==> config.mk <==
export PLATFORM = sky130hd
export DESIGN_NAME = dmem_port_arbiter
export DESIGN_NICKNAME = d
export VERILOG_FILES = /design/src/rtl/cpu_pkg.sv /design/src/rtl/sat_counter.sv /design/src/rtl/dmem_port_arbiter.sv
export SDC_FILE = /design/constraint.sdc
export NUM_CORES = 1
export LEC_CHECK = 0
export ABC_AREA = 1
export CORE_AREA = 2 2 102 104
export DETAILED_ROUTE_END_ITERATION = 16
export DIE_AREA = 0 0 104 106
export PLACE_DENSITY_LB_ADDON = 0.12
export SLEW_MARGIN = 40
export SYNTH_ARGS = -nofsm -noshare
export SYNTH_HDL_FRONTEND = slang
export SYNTH_SLANG_ARGS = --single-unit
==> constraint.sdc <==
create_clock -name clk -period 3.6 [get_ports clk]
set_input_delay 0.72 -clock clk [delete_from_list [all_inputs] [get_ports clk]]
set_output_delay 0.72 -clock clk [all_outputs]
set_load 0.01 [all_outputs]
==> src/rtl/cpu_pkg.sv <==
// Shared CPU package: arbiter state encoding and default arbiter limits.
package cpu_pkg;

    // Data-memory port arbiter states.
    typedef enum logic [0:0] {
        ARB_IDLE      = 1'b0,
        ARB_HOST_RESP = 1'b1
    } arb_state_t;

    // Default cap on how many cycles CPU traffic may defer a host request.
    localparam int unsigned DMEM_ARB_MAX_WAIT_DEF = 4;

endpackage

==> src/rtl/sat_counter.sv <==
// Saturating up-counter with synchronous clear and synchronous active-low reset.
// Clear takes priority over increment; the count sticks at MAX.
module sat_counter #(
    parameter int unsigned          WIDTH = 4,
    parameter logic [WIDTH-1:0]     MAX   = {WIDTH{1'b1}}
) (
    input  logic             clk,
    input  logic             rst_n,
    input  logic             inc,
    input  logic             clr,
    output logic [WIDTH-1:0] count
);

    logic [WIDTH-1:0] count_r;
    logic [WIDTH-1:0] count_next_s;

    // Next count: clear wins, otherwise increment until MAX is reached.
    always_comb begin
        count_next_s = count_r;
        if (clr) begin
            count_next_s = {WIDTH{1'b0}};
        end else if (inc && (count_r != MAX)) begin
            count_next_s = count_r + WIDTH'(1);
        end else begin
            count_next_s = count_r;
        end
    end

    // Count register with synchronous reset.
    always_ff @(posedge clk) begin
        if (!rst_n) begin
            count_r <= {WIDTH{1'b0}};
        end else begin
            count_r <= count_next_s;
        end
    end

    assign count = count_r;

endmodule

==> src/rtl/dmem_port_arbiter.sv <==
// Data-memory port arbiter: shares the single SRAM port between the CPU MEM
// stage (priority) and the external host port. A host request deferred for
// HOST_MAX_WAIT cycles is forced through and the CPU is stalled for that cycle.
// Optional feature macro: DMEM_ARB_STATS_EN builds host-grant / CPU-stall
// statistics counters; without it the stat ports are tied to zero.
module dmem_port_arbiter
    import cpu_pkg::*;
#(
    parameter int unsigned ADDR_W        = 10,
    parameter int unsigned DATA_W        = 32,
    parameter int unsigned HOST_MAX_WAIT = DMEM_ARB_MAX_WAIT_DEF
) (
    input  logic              clk,
    input  logic              arst_n,
    input  logic              enable,
    input  logic              cpu_req,
    input  logic              cpu_wen,
    input  logic [ADDR_W-1:0] cpu_addr,
    input  logic [DATA_W-1:0] cpu_wdata,
    output logic [DATA_W-1:0] cpu_rdata,
    output logic              cpu_stall,
    input  logic              host_req,
    input  logic              host_wen,
    input  logic [ADDR_W-1:0] host_addr,
    input  logic [DATA_W-1:0] host_wdata,
    output logic              host_ack,
    output logic [DATA_W-1:0] host_rdata,
    output logic [ADDR_W-1:0] mem_addr,
    output logic [DATA_W-1:0] mem_wdata,
    output logic              mem_wen,
    output logic              mem_ren,
    input  logic [DATA_W-1:0] mem_rdata,
    output logic [15:0]       stat_host_grants,
    output logic [15:0]       stat_cpu_stalls
);

    arb_state_t state_r;
    arb_state_t state_next_s;

    logic       cpu_act_s;
    logic       starve_s;
    logic       host_gnt_s;
    logic       cpu_stall_s;
    logic       host_rd_r;
    logic [3:0] wait_cnt_s;
    logic       wait_inc_s;
    logic       wait_clr_s;

    assign cpu_act_s   = cpu_req & enable;
    assign starve_s    = (wait_cnt_s == 4'(HOST_MAX_WAIT));
    assign host_gnt_s  = (state_r == ARB_IDLE) & host_req & (~cpu_act_s | starve_s);
    assign cpu_stall_s = arst_n & host_gnt_s & cpu_act_s;

    // Host wait counter: counts idle cycles a pending host request is deferred.
    assign wait_clr_s = host_gnt_s | ~host_req;
    assign wait_inc_s = (state_r == ARB_IDLE) & host_req & ~host_gnt_s;

    sat_counter #(
        .WIDTH (4),
        .MAX   (4'(HOST_MAX_WAIT))
    ) u_wait_cnt (
        .clk   (clk),
        .rst_n (arst_n),
        .inc   (wait_inc_s),
        .clr   (wait_clr_s),
        .count (wait_cnt_s)
    );

    // FSM state register; a transaction in flight at reset is dropped.
    always_ff @(posedge clk) begin
        if (!arst_n) begin
            state_r <= ARB_IDLE;
        end else begin
            state_r <= state_next_s;
        end
    end

    // FSM next state: a grant moves to the response cycle, which always returns.
    always_comb begin
        state_next_s = ARB_IDLE;
        case (state_r)
            ARB_IDLE: begin
                if (host_gnt_s) begin
                    state_next_s = ARB_HOST_RESP;
                end else begin
                    state_next_s = ARB_IDLE;
                end
            end
            ARB_HOST_RESP: begin
                state_next_s = ARB_IDLE;
            end
            default: begin
                state_next_s = ARB_IDLE;
            end
        endcase
    end

    // Remember at grant time whether the host access was a read.
    always_ff @(posedge clk) begin
        if (!arst_n) begin
            host_rd_r <= 1'b0;
        end else if (host_gnt_s) begin
            host_rd_r <= ~host_wen;
        end else begin
            host_rd_r <= host_rd_r;
        end
    end

    // FSM outputs: port routing, stall, host handshake; all forced low in reset.
    always_comb begin
        mem_addr   = {ADDR_W{1'b0}};
        mem_wdata  = {DATA_W{1'b0}};
        mem_wen    = 1'b0;
        mem_ren    = 1'b0;
        cpu_stall  = 1'b0;
        host_ack   = 1'b0;
        host_rdata = {DATA_W{1'b0}};
        cpu_rdata  = {DATA_W{1'b0}};
        if (!arst_n) begin
            mem_addr   = {ADDR_W{1'b0}};
            mem_wdata  = {DATA_W{1'b0}};
            mem_wen    = 1'b0;
            mem_ren    = 1'b0;
            cpu_stall  = 1'b0;
            host_ack   = 1'b0;
            host_rdata = {DATA_W{1'b0}};
            cpu_rdata  = {DATA_W{1'b0}};
        end else begin
            if (host_gnt_s) begin
                mem_addr  = host_addr;
                mem_wdata = host_wdata;
                mem_wen   = host_wen;
                mem_ren   = ~host_wen;
            end else if (cpu_act_s) begin
                mem_addr  = cpu_addr;
                mem_wdata = cpu_wdata;
                mem_wen   = cpu_wen;
                mem_ren   = ~cpu_wen;
            end else begin
                mem_addr  = {ADDR_W{1'b0}};
                mem_wdata = {DATA_W{1'b0}};
                mem_wen   = 1'b0;
                mem_ren   = 1'b0;
            end
            cpu_stall = cpu_stall_s;
            cpu_rdata = mem_rdata;
            case (state_r)
                ARB_HOST_RESP: begin
                    host_ack = 1'b1;
                    if (host_rd_r) begin
                        host_rdata = mem_rdata;
                    end else begin
                        host_rdata = {DATA_W{1'b0}};
                    end
                end
                default: begin
                    host_ack   = 1'b0;
                    host_rdata = {DATA_W{1'b0}};
                end
            endcase
        end
    end

`ifdef DMEM_ARB_STATS_EN
    logic [15:0] host_grants_s;
    logic [15:0] cpu_stalls_s;
    logic        grant_inc_s;

    assign grant_inc_s = arst_n & host_gnt_s;

    sat_counter #(
        .WIDTH (16),
        .MAX   (16'hFFFF)
    ) u_stat_host_grants (
        .clk   (clk),
        .rst_n (arst_n),
        .inc   (grant_inc_s),
        .clr   (1'b0),
        .count (host_grants_s)
    );

    sat_counter #(
        .WIDTH (16),
        .MAX   (16'hFFFF)
    ) u_stat_cpu_stalls (
        .clk   (clk),
        .rst_n (arst_n),
        .inc   (cpu_stall_s),
        .clr   (1'b0),
        .count (cpu_stalls_s)
    );

    assign stat_host_grants = arst_n ? host_grants_s : 16'h0000;
    assign stat_cpu_stalls  = arst_n ? cpu_stalls_s  : 16'h0000;
`else
    assign stat_host_grants = 16'h0000;
    assign stat_cpu_stalls  = 16'h0000;
`endif

endmodule

==> results of run 1 <==
[sequential cells by signal, summed over array words and instances, names as in the netlist]
name,flops
host_rd_r,1
state_r,1
u_wait_cnt.count,4
[cell type report]
type,instances,share of cell area
clock buffer,3,0.00998
inverter,44,0.0399
multi-input combinational,263,0.287
sequential,6,0.0290
tap,136,0.0411
timing repair buffer,245,0.593
[cells by family after synthesis]
group                    share of synthesized area
AND/OR/NAND/NOR                              0.575
buffers and inverters                        0.330
flip-flops                                  0.0676
AO/OA/AOI/OAI                               0.0113
adder cells (fa/ha/maj)                     0.0141
other                                      0.00211
[worst paths after layout]
path,slack (ns),cells after the start,from,to
worst min-delay path,0.47,2,host_rd_r,host_rd_r
worst max register to register,1.97,8,u_wait_cnt.count[0],u_wait_cnt.count[3]
worst max-delay path,0.30,9,host_req,mem_ren
worst min register to register,0.47,2,host_rd_r,host_rd_r
[synth_stat cells (2+ instances only)]
cell type / number / area (um2)
nand2_2: 10 / 62.6
nor2_1: 34 / 128
buf_2: 6 / 30.0
dfxtp_1: 6 / 120
a21oi_1: 4 / 20.0
nand3_1: 5 / 25.0
nand2_1: 127 / 477
inv_1: 44 / 165
ha_1: 2 / 25.0
clkbuf_1: 6 / 22.5
buf_4: 32 / 240
nand4_1: 46 / 288
buf_6: 8 / 90.1
buf_1: 5 / 18.8
[power groups by stage]
stage / logic (mW) / clock network, mW / registers, mW
6_report: 0.390 / 0.0991 / 0.0694
5_1_grt: 0.418 / 0.109 / 0.0696
4_1_cts: 0.393 / 0.104 / 0.0694
3_5_place_dp: 0.391 / 0 / 0.0704
3_3_place_gp: 0.390 / 0 / 0.0704
2_1_floorplan: 0.169 / 0 / 0.0702
[critical path, cell delays in order]
cell and delay, ns:
clkdlybuf4s50_1 0.49, inv_1 0.04, nor2_1 0.21, nand2_4 0.11
nor2_8 0.15, buf_12 0.16, nand2_1 0.07, nand2_1 0.07
clkdlybuf4s50_1 0.55
[metrics by stage]
step / util / total power [mW]
5_1_grt: 0.414 / 0.597
3_3_place_gp: 0.409 / 0.461
6_report: 0.414 / 0.558
3_5_place_dp: 0.409 / 0.462
2_1_floorplan: - / 0.240
4_1_cts: 0.414 / 0.566
[layer usage]
layer / vias up / track usage / share of wire
met4: 2 / 0.0116 / 0.0013
met3: 4 / 0.0319 / 0.073
li1: 1435 / - / -
met2: 129 / 0.266 / 0.52
met5: - / 0 / 0.0015
met1: 1267 / 0.160 / 0.40
==> results.yml, run 1 <==
outcome:
  status: "finished clean"
sta:
  hold_viol_final: 0
  layout_setup_ws_ns: 0.299
  holdWs_ns: 0.471
  drv_slew: 0
  rsz0062_at_grt: "no"
  fin_setup_tns_ns: 0
  fin_crit_sh: 0.917
  min_period_ns: 3.30
  setup_viol: 0
  fmax_ghz: 0.303
  fin_skew_ns: 0.000922
critical_path:
  worstSetupPathType: "in2out"
  end_kind: "primary output"
  crit_arrival_ns: 2.58
  startpoint_type: "input port"
  worstPathRequired_ns: 2.88
  cp_max_fo: 14
pwr:
  p_per_area_mw_per_mm2: 135
  ir_drop_mv: 0.102
  p_clk_frac: 0.178
  combinationalPowerShare: 0.698
  p_seq_frac: 0.124
  p_int_uw: 370
  cellLeakagePower_nw: 1.97
  p_switching_uw: 188
  sw_frac_of_total: 0.338
worst_hold_path:
  min_path_type: "reg2reg"
yosys:
  syn_inst: 340
  yosysUniqueCellTypes: 19
  synth-seq-area-share: 0.0676
  ys_seq_elements: 6
  synth_ff_type: "dfxtp_1"
  syn_area_per_cell_um2: 5.23
  async_reset_ff_frac: 0
  yosys_warnings: 0
  synth_edf_count: 0
  synthesis.area_mm2: 0.00178
finish:
  area_growth_pct: 133
  ff_latch_area_um2: 120
  num-nets-final: 688
  layout_common_cells: "clkdlybuf4s50_1 (231), nand2_1 (127), nand4_1 (46)"
  multiInputGateArea_mm2: 0.00119
  drive_gt1_frac: 0.0535
  stdcell_count: 697
  antenna_cells: 0
  final_common_cell: "clkdlybuf4s50_1"
  final_area_mm2: 0.00414
  n_fill_cell: 1082
clocking:
  cts_root_buffer: "clkbuf_8"
  htreeDepth: 1
  cts_max_path_buffers: 2
  tritoncts: "yes"
  hold_buffers: 0
  cts_buffers: 3
  clock_sinks: 6
  insertion_delay_ns: 0.22
  cts_setup_buffers: 0
  cts_resized: 0
  clk_pin_slew_ns: 0.03
global_route:
  grt_usage: 0.138
  grt_pass1_wl_mm: 12.8
  grt_pass1_vias: 2498
  grt_max_degree: 33
  grt-ovfl-total: 0
  antenna_found_initial: 1
placed_design:
  portBuffers: 232
  hpwl_mm: 7.05
  pre_cts_slack_ns: 0.297
  placed_cells: 694
  gp_congestion: 0.809
  dpl_cell_area_mm2: 0.00409
routing:
  vias: 2837
  drc_errors: 0
  postRouteAntennaNets: 0
  routedWlPerCell_um: 12.3
  via_per_inst: 4.07
  first_pass_iters: 4
  wl_mm: 8.57
  drt-initial-drc-count: 115
floorplan:
  start_util: 0.178
  pin_count: 265
  core_mm2: 0.0100
  die_w_um: 104
  die_area_mm2: 0.0110
  die_y_um: 106
  num_rows: 37
run:
  max_cap_viol_count: 0
Power figures use the tool's default switching activity.
==> inputs of run 2 (changes only) <==
--- a/config.mk
+++ b/config.mk
@@ -7,6 +7,8 @@
 export LEC_CHECK = 0
 export ABC_AREA = 1
 export CORE_AREA = 2 2 102 104
+export CTS_BUF_LIST = sky130_fd_sc_hd__clkbuf_4
+export CTS_CLUSTER_SIZE = 14
 export DETAILED_ROUTE_END_ITERATION = 16
 export DIE_AREA = 0 0 104 106
 export PLACE_DENSITY_LB_ADDON = 0.12
==> run 2 against run 1 <==
Effect of this change:
- power is 7.0% lower
- first-iteration DRC count is 0.87% lower
- non-clock buffer count unchanged
- sequential power barely moved
- count of clock-buffer cells in the layout stayed put
- sequential share of layout area hardly changed
- wire length about the same
- setup slack hardly changed
- highest routed layer unchanged
==> results.yml, run 2 (same netlist as run 1, synthesis figures left out) <==
outcome:
  status: "finished clean"
critical_path:
  crit_arrival_ns: 2.58
  crit_slowest_cell: "clkdlybuf4s50_1"
  cp_max_fo: 14
  worstPathRequired_ns: 2.88
  startpoint_type: "input port"
  crit_buf_inv: 4
  worstSetupPathType: "in2out"
  crit_chain: "clkdlybuf4s50_1, inv_1, nor2_1, nand2_4, nor2_8, buf_12, nand2_1, nand2_1, clkdlybuf4s50_1"
  crit_family: "buffers and inverters"
  slowest_delay_ns: 0.55
  rr_startpoint: "u_wait_cnt.count[0]"
  end_kind: "primary output"
  critPathLaunch: "host_req"
global_route:
  grt_max_degree: 33
  grt-ovfl-total: 0
  antenna_found_initial: 1
  grt_usage: 0.138
  grt_pass1_vias: 2520
  grt_pass1_wl_mm: 12.8
clocking:
  insertion_delay_ns: 0.24
  tritoncts: "yes"
  cts_max_path_buffers: 2
  cts_resized: 0
  clock_sinks: 6
  cts_root_buffer: "clkbuf_4"
  clk_pin_slew_ns: 0.04
  cts_buffers: 3
  htreeDepth: 1
  hold_buffers: 0
  cts_setup_buffers: 0
pwr:
  sw_frac_of_total: 0.354
  ir_drop_mv: 0.0804
  p_per_area_mw_per_mm2: 126
  p_int_uw: 335
  combinationalPowerShare: 0.751
  p_seq_frac: 0.133
  p_switching_uw: 184
  p_clk_frac: 0.116
  cellLeakagePower_nw: 1.96
finish:
  final_common_cell: "clkdlybuf4s50_1"
  multiInputGateArea_mm2: 0.00119
  n_fill_cell: 1083
  num-nets-final: 688
  largest_register_ffs: 4
  antenna_cells: 0
  ff_latch_area_um2: 120
  area_growth_pct: 132
  layout_common_cells: "clkdlybuf4s50_1 (231), nand2_1 (127), nand4_1 (46)"
  drive_gt1_frac: 0.0535
  final_util: 0.412
sta:
  drv_slew: 0
  fin_skew_ns: 0.000821
  hold_viol_final: 0
  fmax_ghz: 0.303
  rsz0062_at_grt: "no"
  setup_viol: 0
  min_period_ns: 3.30
  fin_crit_sh: 0.917
  layout_setup_ws_ns: 0.299
  fin_setup_tns_ns: 0
floorplan:
  start_util: 0.178
  die_area_mm2: 0.0110
  die_y_um: 106
  num_rows: 37
  die_w_um: 104
  core_mm2: 0.0100
  pin_count: 265
routing:
  routedWlPerCell_um: 12.3
  via_per_inst: 4.06
  first_pass_iters: 4
  wl_mm: 8.58
  drc_errors: 0
  drt-initial-drc-count: 114
  vias: 2831
  postRouteAntennaNets: 0
placed_design:
  portBuffers: 232
  gp_congestion: 0.809
  hpwl_mm: 7.05
  pre_cts_slack_ns: 0.297
run:
  max_cap_viol_count: 0
worst_hold_path:
  min_path_type: "reg2reg"
  min_from: "host_rd_r"
## run 2: worst register-to-register path, stage by stage, from the launching register on
cell	delay [ns]
dfxtp_1	0.39
inv_1	0.10
ha_1	0.21
nand3_2	0.11
nand2_2	0.07
nand2_4	0.09
buf_4	0.26
nand3_1	0.19
a21oi_1	0.16
## run 2: final timing paths
check | slack (ns) | depth (start not counted) | end
worst max-delay path | 0.30 | 9 | mem_ren
worst min-delay path | 0.47 | 2 | host_rd_r
worst max register to register | 1.96 | 8 | u_wait_cnt.count[3]
worst min register to register | 0.47 | 2 | host_rd_r
## run 2: metrics by stage
step           cells  area (um2)  power [mW]  hold WS (ns)
3_5_place_dp     694        4090       0.462         0.468
3_3_place_gp     694        4090       0.461         0.462
5_1_grt          697        4120       0.556         0.487
4_1_cts          697        4120       0.526         0.476
6_report         697        4120       0.519         0.472
2_1_floorplan    371        1890       0.240         0.447
## run 2: final cells by class
cell class | instances | area share
Clock buffer | 3 | 0.00547
Sequential cell | 6 | 0.0292
Timing Repair Buffer | 245 | 0.596
Inverter | 44 | 0.0401
Tap cell | 136 | 0.0413
Multi-Input combinational cell | 263 | 0.288
## run 2: power groups by stage
| stage | registers, mW | clock network (mW) | logic [mW] |
|---|---|---|---|
| final | 0.0693 | 0.0601 | 0.390 |
| after global routing | 0.0693 | 0.0689 | 0.418 |
| after CTS | 0.0692 | 0.0636 | 0.393 |
| after detailed placement | 0.0704 | 0 | 0.391 |
| after global placement | 0.0704 | 0 | 0.390 |
| after floorplan | 0.0702 | 0 | 0.169 |
## run 2: layer usage
layer	vias to the layer above	GRT usage	part of all wire
met1	1262	0.160	0.40
met2	129	0.268	0.52
li1	1436	-	-
met4	2	0.00869	0
met3	2	0.0313	0.075
met5	-	0	0.0015
==> inputs of run 3 (changes only) <==
--- a/config.mk
+++ b/config.mk
@@ -8,7 +8,7 @@
 export ABC_AREA = 1
 export CORE_AREA = 2 2 102 104
 export CTS_BUF_LIST = sky130_fd_sc_hd__clkbuf_4
-export CTS_CLUSTER_SIZE = 14
+export CTS_CLUSTER_SIZE = 20
 export DETAILED_ROUTE_END_ITERATION = 16
 export DIE_AREA = 0 0 104 106
 export PLACE_DENSITY_LB_ADDON = 0.12
==> results of run 3 <==
The final DEF is identical to that of run 2; final timing and power are the same.
